[config.mk]
export PLATFORM = sky130hd
export DESIGN_NAME = rom_uart_seq
export DESIGN_NICKNAME = d
export VERILOG_FILES = /design/src/rtl/rom_uart_seq.sv
export SDC_FILE = /design/constraint.sdc
export NUM_CORES = 1
export LEC_CHECK = 0
export ABC_CLOCK_PERIOD_IN_PS = 3000
export BUFFER_PORTS_ARGS = -buffer_cell sky130_fd_sc_hd__buf_2
export CAP_MARGIN = 30
export CORE_MARGIN = 4
export CORE_UTILIZATION = 57
export DETAILED_ROUTE_END_ITERATION = 7
export PLACE_DENSITY = 0.84
export SETUP_SLACK_MARGIN = 0.1
export SLEW_MARGIN = 0
export SYNTH_ARGS = -nofsm -noshare
export SYNTH_HDL_FRONTEND = slang
export SYNTH_SLANG_ARGS = --single-unit
[constraint.sdc]
create_clock -name clk -period 3 [get_ports clk]
set_input_delay 0.15 -clock clk [delete_from_list [all_inputs] [get_ports clk]]
set_output_delay 0.15 -clock clk [all_outputs]
set_load 0.005 [all_outputs]
[src/rtl/rom_uart_seq.sv]
// Streams a byte string out of a synchronous ROM into uart_tx, one byte per
// idle-transmitter window, with optional NUL termination and abort.
module rom_uart_seq #(
    parameter int ADDR_W      = 10,
    parameter int LEN_W       = 10,
    parameter int ROM_LAT     = 1,
    parameter int STOP_ON_NUL = 1
) (
    input  logic              clk,
    input  logic              rst_n,
    input  logic              i_start,
    input  logic [ADDR_W-1:0] i_base,
    input  logic [LEN_W-1:0]  i_len,
    input  logic              i_abort,
    output logic [ADDR_W-1:0] o_rom_addr,
    input  logic [7:0]        i_rom_q,
    output logic [7:0]        o_tx_data,
    output logic              o_tx_vld,
    input  logic              i_tx_busy,
    output logic              o_busy,
    output logic              o_done,
    output logic [LEN_W-1:0]  o_count
);

    typedef enum logic [2:0] {
        S_IDLE,
        S_FETCH,
        S_CHECK,
        S_SEND,
        S_GUARD,
        S_DONE
    } state_t;

    localparam logic [1:0] LAT_LAST = 2'(ROM_LAT - 1);

    state_t            state_q, state_d;
    logic [ADDR_W-1:0] addr_q, addr_d;
    logic [LEN_W-1:0]  remain_q, remain_d;
    logic [LEN_W-1:0]  count_q, count_d;
    logic [7:0]        data_q, data_d;
    logic [1:0]        lat_q, lat_d;
    logic              send;

    // NOTE: every signal written here gets a default first, so no path can leave
    // it unassigned and infer a latch.
    always_comb begin
        state_d  = state_q;
        addr_d   = addr_q;
        remain_d = remain_q;
        count_d  = count_q;
        data_d   = data_q;
        lat_d    = '0;
        send     = 1'b0;

        if (i_abort && state_q != S_IDLE) begin
            state_d = S_IDLE;
        end else begin
            unique case (state_q)
                S_IDLE: begin
                    if (i_start) begin
                        remain_d = i_len;
                        count_d  = '0;
                        // An empty string leaves the ROM address untouched.
                        if (i_len == '0) begin
                            state_d = S_DONE;
                        end else begin
                            addr_d  = i_base;
                            state_d = S_FETCH;
                        end
                    end
                end
                S_FETCH: begin
                    if (lat_q == LAT_LAST) begin
                        state_d = S_CHECK;
                    end else begin
                        lat_d = lat_q + 2'd1;
                    end
                end
                S_CHECK: begin
                    if (STOP_ON_NUL != 0 && i_rom_q == 8'h00) begin
                        state_d = S_DONE;
                    end else begin
                        data_d  = i_rom_q;
                        state_d = S_SEND;
                    end
                end
                S_SEND: begin
                    if (!i_tx_busy) begin
                        send     = 1'b1;
                        count_d  = count_q + 1'b1;
                        remain_d = remain_q - 1'b1;
                        addr_d   = addr_q + 1'b1;
                        state_d  = S_GUARD;
                    end
                end
                // uart_tx raises busy a cycle late; skip looking at it once.
                S_GUARD: begin
                    state_d = (remain_q == '0) ? S_DONE : S_FETCH;
                end
                S_DONE: begin
                    state_d = S_IDLE;
                end
                default: begin
                    state_d = S_IDLE;
                end
            endcase
        end
    end

    // NOTE: sequential state uses non-blocking assignments so every register
    // samples the pre-edge value of every other register.
    always_ff @(posedge clk or negedge rst_n) begin
        if (!rst_n) begin
            state_q  <= S_IDLE;
            addr_q   <= '0;
            remain_q <= '0;
            count_q  <= '0;
            data_q   <= '0;
            lat_q    <= '0;
        end else begin
            state_q  <= state_d;
            addr_q   <= addr_d;
            remain_q <= remain_d;
            count_q  <= count_d;
            data_q   <= data_d;
            lat_q    <= lat_d;
        end
    end

    assign o_rom_addr = addr_q;
    assign o_tx_data  = data_q;
    assign o_tx_vld   = send;
    assign o_busy     = (state_q != S_IDLE);
    assign o_done     = (state_q == S_DONE) && !i_abort;
    assign o_count    = count_q;

endmodule
Yosys cells after proc, flatten, opt, wreduce, memory -nomap -nowiden
Cells that the tools add are included.
{ "word_totals": {"regBits": 43, "latch_bits": 0, "mem_bits_rw": 0, "rom_bits": 0, "output_inout_bits": 31, "mem_count": 0} }
{ "classes": {"add_sub_neg": 4, "n_mul": 0, "div_mod_pow": 0, "magnitude_cmp": 0, "eq_ne": 11, "n_shift": 0, "muxes": 24, "n_bitwise": 2, "reduce_logical": 14} }
{ "ops": {"columns": ["cell", "n"], "rows": [
  ["10-bit 2-to-1 mux", 7],
  ["10-bit one-hot mux with 2 select lines", 3],
  ["3-bit 2-to-1 mux", 7],
  ["10-bit by 1-bit adder with 10-bit output (second input constant)", 2],
  ["10-bit zero test", 2],
  ["3-bit one-hot mux with 5 select lines", 1],
  ["10-bit by 1-bit subtractor with 10-bit output (second input constant)", 1],
  ["3-bit inequality test (second input constant)", 3],
  ["8-bit zero test", 1],
  ["3-bit by 2-bit equality test with 1-bit output (second input constant)", 2],
  ["3-bit equality test (second input constant)", 2],
  ["2-bit 2-to-1 mux", 3],
  ["2-bit inequality test (second input constant)", 3],
  ["3-bit AND reduction", 2],
  ["5-bit AND reduction", 1],
  ["4-bit AND reduction", 1],
  ["3-bit by 1-bit equality test with 1-bit output (second input constant)", 1],
  ["3-bit zero test", 1],
  ["1-bit 2-to-1 mux", 3],
  ["3-bit nonzero test", 1],
  ["2-bit by 1-bit adder with 2-bit output (second input constant)", 1],
  ["1-bit logical AND", 2],
  ["2-bit zero test", 1],
  ["1-bit NOT", 2],
  ["2 further kinds", 2]
]} }

Depth between registers and ports, before layout
{ "logic_depth": {"depth_word": 5, "depth_mapped": 7, "depth_no_buf": 6} }

Worst setup path before layout
Ideal clock, no wire load.
{ "synth_timing": {"kind": "register to register", "from": "register state_q[1]", "to": "register count_q[5] (netlist: o_count[5])", "arrival_ns": 1.694, "setup_slack_ns": 1.228, "stages_incl_launch_ff": 6, "path_buffers": 1, "cell_sequence": "dfrtp_1 > buf_6 > or3b_4 > a21o_1 > or4_1 > a21oi_1"} }
{ "synth_between": {"elab_chain_cells": 4, "word_cells_on_any_way": 10} }
{ "synth_rtl": {"columns": ["item", "line", "rtl"], "rows": [
  ["from (decl)", "36", "state_t state_q, state_d;"],
  ["from (signal assigned)", "121", "state_q <= state_d;"],
  ["parallel branches: the longest is 4 deep, another holds 4-bit AND reduction", null, null],
  ["to (signal assigned)", "124", "count_q <= count_d;"],
  ["to (decl)", "39", "logic [LEN_W-1:0] count_q, count_d;"]
]} }
Parallel ways; which one is timed is not known.
A chain may end at the register's enable or synchronous reset.

Worst setup path after layout
{ "layout_timing": {"from": "register state_q[1]", "to": "register addr_q[7] (netlist: o_rom_addr[7])"} }
{ "layout_between": {"elab_chain_cells": 4, "word_cells_on_any_way": 11} }
{ "layout_rtl": {"columns": ["item", "line", "rtl"], "rows": [
  ["parallel branches: the longest is 4 deep, another holds 5-bit AND reduction", null, null],
  ["to (signal assigned)", "122", "addr_q <= addr_d;"],
  ["to (decl)", "37", "logic [ADDR_W-1:0] addr_q, addr_d;"]
]} }
Parallel ways; which one is timed is not known.

==> qor.yml <==
numCtsBuffers: 5
avgSynthCellArea_um2: 9.07
hold_path_depth: 3
die_h_um: 73.4
ys_seq_area_share_pct: 44.1
ant_nets: 0
end_kind: "flip-flop"
die_x_um: 73.4
port_buffers: 63
holdPathEnd: "remain_q[3]$_DFFE_PN0P_"
tns_ns: 0
fill_cells: 321
r2r-end: "o_rom_addr[7]$_DFFE_PN0P_"
start_util_pct: 60.2
worstPathArrival_ns: 2.52
cp_top_family: "simple AND/OR/NAND/NOR gates"
grt.total_usage_pct: 25.0
core_area_um2: 4060
mostFrequentLayoutCells: "buf_2 (63), dfrtp_1 (43), nor2_1 (22), o21ai_0 (22), nand2_1 (22)"
max_freq_ghz: 0.421
tritoncts: "built"
syn_nets: 308
ios: 64
dp_hpwl_um: 4350
crit_buf_inv: 0
fin_nets: 366
cts-root-buf: "clkbuf_8"
wl_um: 6270
antenna_found_initial: 0
hp-start: "i_len[3]"
drc: 0
core.rowCount: 23
overflow: 0
fin_skew_ns: 0.00334
synth-main-ff-cell: "dfrtp_1"
setup_violations: 0
syn_to_final_growth_pct: 20.0
vias: 2381
cts.path.max_buffers: 2
setup.worst_path.start_class: "flip-flop"
die_area_um2: 5390
avgRoutedWirePerCell_um: 16.6
r2r_cells: 4
clk_pin_slew_worst_paths_ns: 0.08
r2r-start: "state_q[1]$_DFFE_PN0P_"
cts_setup_buffers: 0
grt_pass1_vias: 2299
cts.sink_count: 43
first_iter_violations: 264
slew-limit-headroom_pct: 43.2
cp_slowest_stage_delay_ns: 0.59
hp-class: "in2reg"
drive_gt1_share_pct: 25.9
cp_max_fo: 26
synth_area_um2: 2440
synth_edf_count: 0
power.density_nw_per_um2: 904
layout.cells.non_filler: 378
period_share_pct: 79.2
vias_per_cell: 6.30
period_needed_ns: 2.38
crit_slowest_cell: "nor2_1"
cts_max_level: 2
first_pass_iters: 4
grt_max_degree: 44
r2r_setup_slack_ns: 0.62
ys_types: 45
yosys_register_bits: 43
rsz0062_at_grt: "no"
tightest_slew_ns: 0.844
yosys_warnings: 0
critical_path_class: "reg2reg"
insertion_delay_ns: 0.30
synthArstFlopShare_pct: 100
layout_commonest_cell: "buf_2"
diodes: 0
critical_path.cell_chain: "or3b_4 -> a21o_1 -> nor2_1 -> a2bb2oi_1"
cp.required_ns: 3.15
gp_congestion: 0.839
p_leak_nw: 1.36
drv_cap: 0
drv_slew: 0
finalHoldViolations: 0
peakVddDrop_mv: 0.578
placed_cells: 368
status: "complete, no violations"
grt_pass1_wl_um: 10600
synth_cells: 269
-- where the power goes --
part	internal (mW)	switching, mW	total (mW)
sequential	0.791	0.256	1.05
combinational	0.484	0.582	1.07
clock	0.333	0.204	0.537
total	1.61	1.04	2.65
-- stage by stage --
stage | power, mW | area (um2) | worst slack, ns | util [%] | hold WS, ns
3_3_place_gp | 2.04 | 2770 | 0.761 | 68.2 | 0.342
6_report | 2.65 | 2930 | 0.623 | 72.2 | 0.0946
3_5_place_dp | 2.09 | 2770 | 0.689 | 68.2 | 0.348
2_1_floorplan | 1.73 | 2440 | 1.23 | - | -0.146
4_1_cts | 2.64 | 2900 | 0.658 | 71.4 | 0.0212
5_1_grt | 2.85 | 2930 | 0.438 | 72.2 | 0.0899
-- sequential cells by signal (all words and copies together) (netlist names) --
| name | cells |
|---|---|
| o_count | 10 |
| o_rom_addr | 10 |
| remain_q | 10 |
| o_tx_data | 8 |
| state_q | 3 |
| lat_q | 2 |
-- cell families after synthesis --
| group | synth area share [%] |
|---|---|
| multiplexers | 4.15 |
| buffers and inverters | 3.84 |
| XOR/XNOR | 1.08 |
| adder cells (fa/ha/maj) | 3.08 |
| AND/OR/NAND/NOR | 22.7 |
| AO/OA/AOI/OAI | 21.1 |
| flip-flops | 44.1 |
-- Yosys cell counts, types with 3 or more instances --
library cell,instances,area [um2]
ha_1,6,75.1
a22oi_1,5,37.5
nor4_1,6,37.5
dfrtp_1,43,1080
nor3_1,6,30.0
inv_1,7,26.3
o21ai_0,22,110
and4_1,4,35.0
a21oi_1,17,85.1
a31oi_1,8,50.1
clkbuf_1,15,56.3
nand2_1,22,82.6
mux2_2,9,101
o22ai_1,4,25.0
a22o_1,4,35.0
nor2_1,22,82.6
nand4_1,3,18.8
a2bb2oi_1,5,43.8
o31ai_1,4,30.0
or4_1,3,22.5
and3_1,8,50.1
nand3_1,15,75.1
-- area by class of cell --
type	instances	area [um2]	area share [%]
Clock buffer	6	72.6	2.48
Clock inverter	2	60.1	2.05
Inverter	7	26.3	0.897
Multi-Input combinational cell	203	1270	43.4
Sequential cell	43	1080	36.7
Tap cell	50	62.6	2.14
Timing Repair Buffer	67	360	12.3
-- layer usage --
| layer | vias to the layer above | routed length [um] | track usage, % |
|---|---|---|---|
| met2 | 104 | 3050 | 39.8 |
| met1 | 1130 | 2610 | 33.3 |
| met3 | 18 | 463 | 4.65 |
| li1 | 1129 | - | - |
| met4 | 0 | 149 | 10.9 |
| met5 | - | 0 | 0 |
-- worst min-delay path, stage by stage --
cell and delay (ns):
buf_2 0.09, a22oi_1 0.06, nand2_1 0.06
-- how the worst max path moves through the flow --
stage	from	to	slack [ns]	cells past startpoint
after floorplan	state_q[1]$_DFFE_PN0P_	o_count[5]$_DFFE_PN0P_	1.23	5
after global placement	state_q[1]$_DFFE_PN0P_	o_rom_addr[1]$_DFFE_PN0P_	0.76	4
after detailed placement	state_q[1]$_DFFE_PN0P_	o_rom_addr[1]$_DFFE_PN0P_	0.69	4
after CTS	state_q[1]$_DFFE_PN0P_	o_rom_addr[7]$_DFFE_PN0P_	0.66	4
after global routing	state_q[1]$_DFFE_PN0P_	o_rom_addr[1]$_DFFE_PN0P_	0.44	4
final	state_q[1]$_DFFE_PN0P_	o_rom_addr[7]$_DFFE_PN0P_	0.62	4
-- what timing repair did --
item,in CTS,in global routing
hold buffers,0,1
gates resized for setup,0,0
setup endpoints to repair,0,0
endpoints found under the hold margin,0,43
Power figures use the tool's default switching activity.
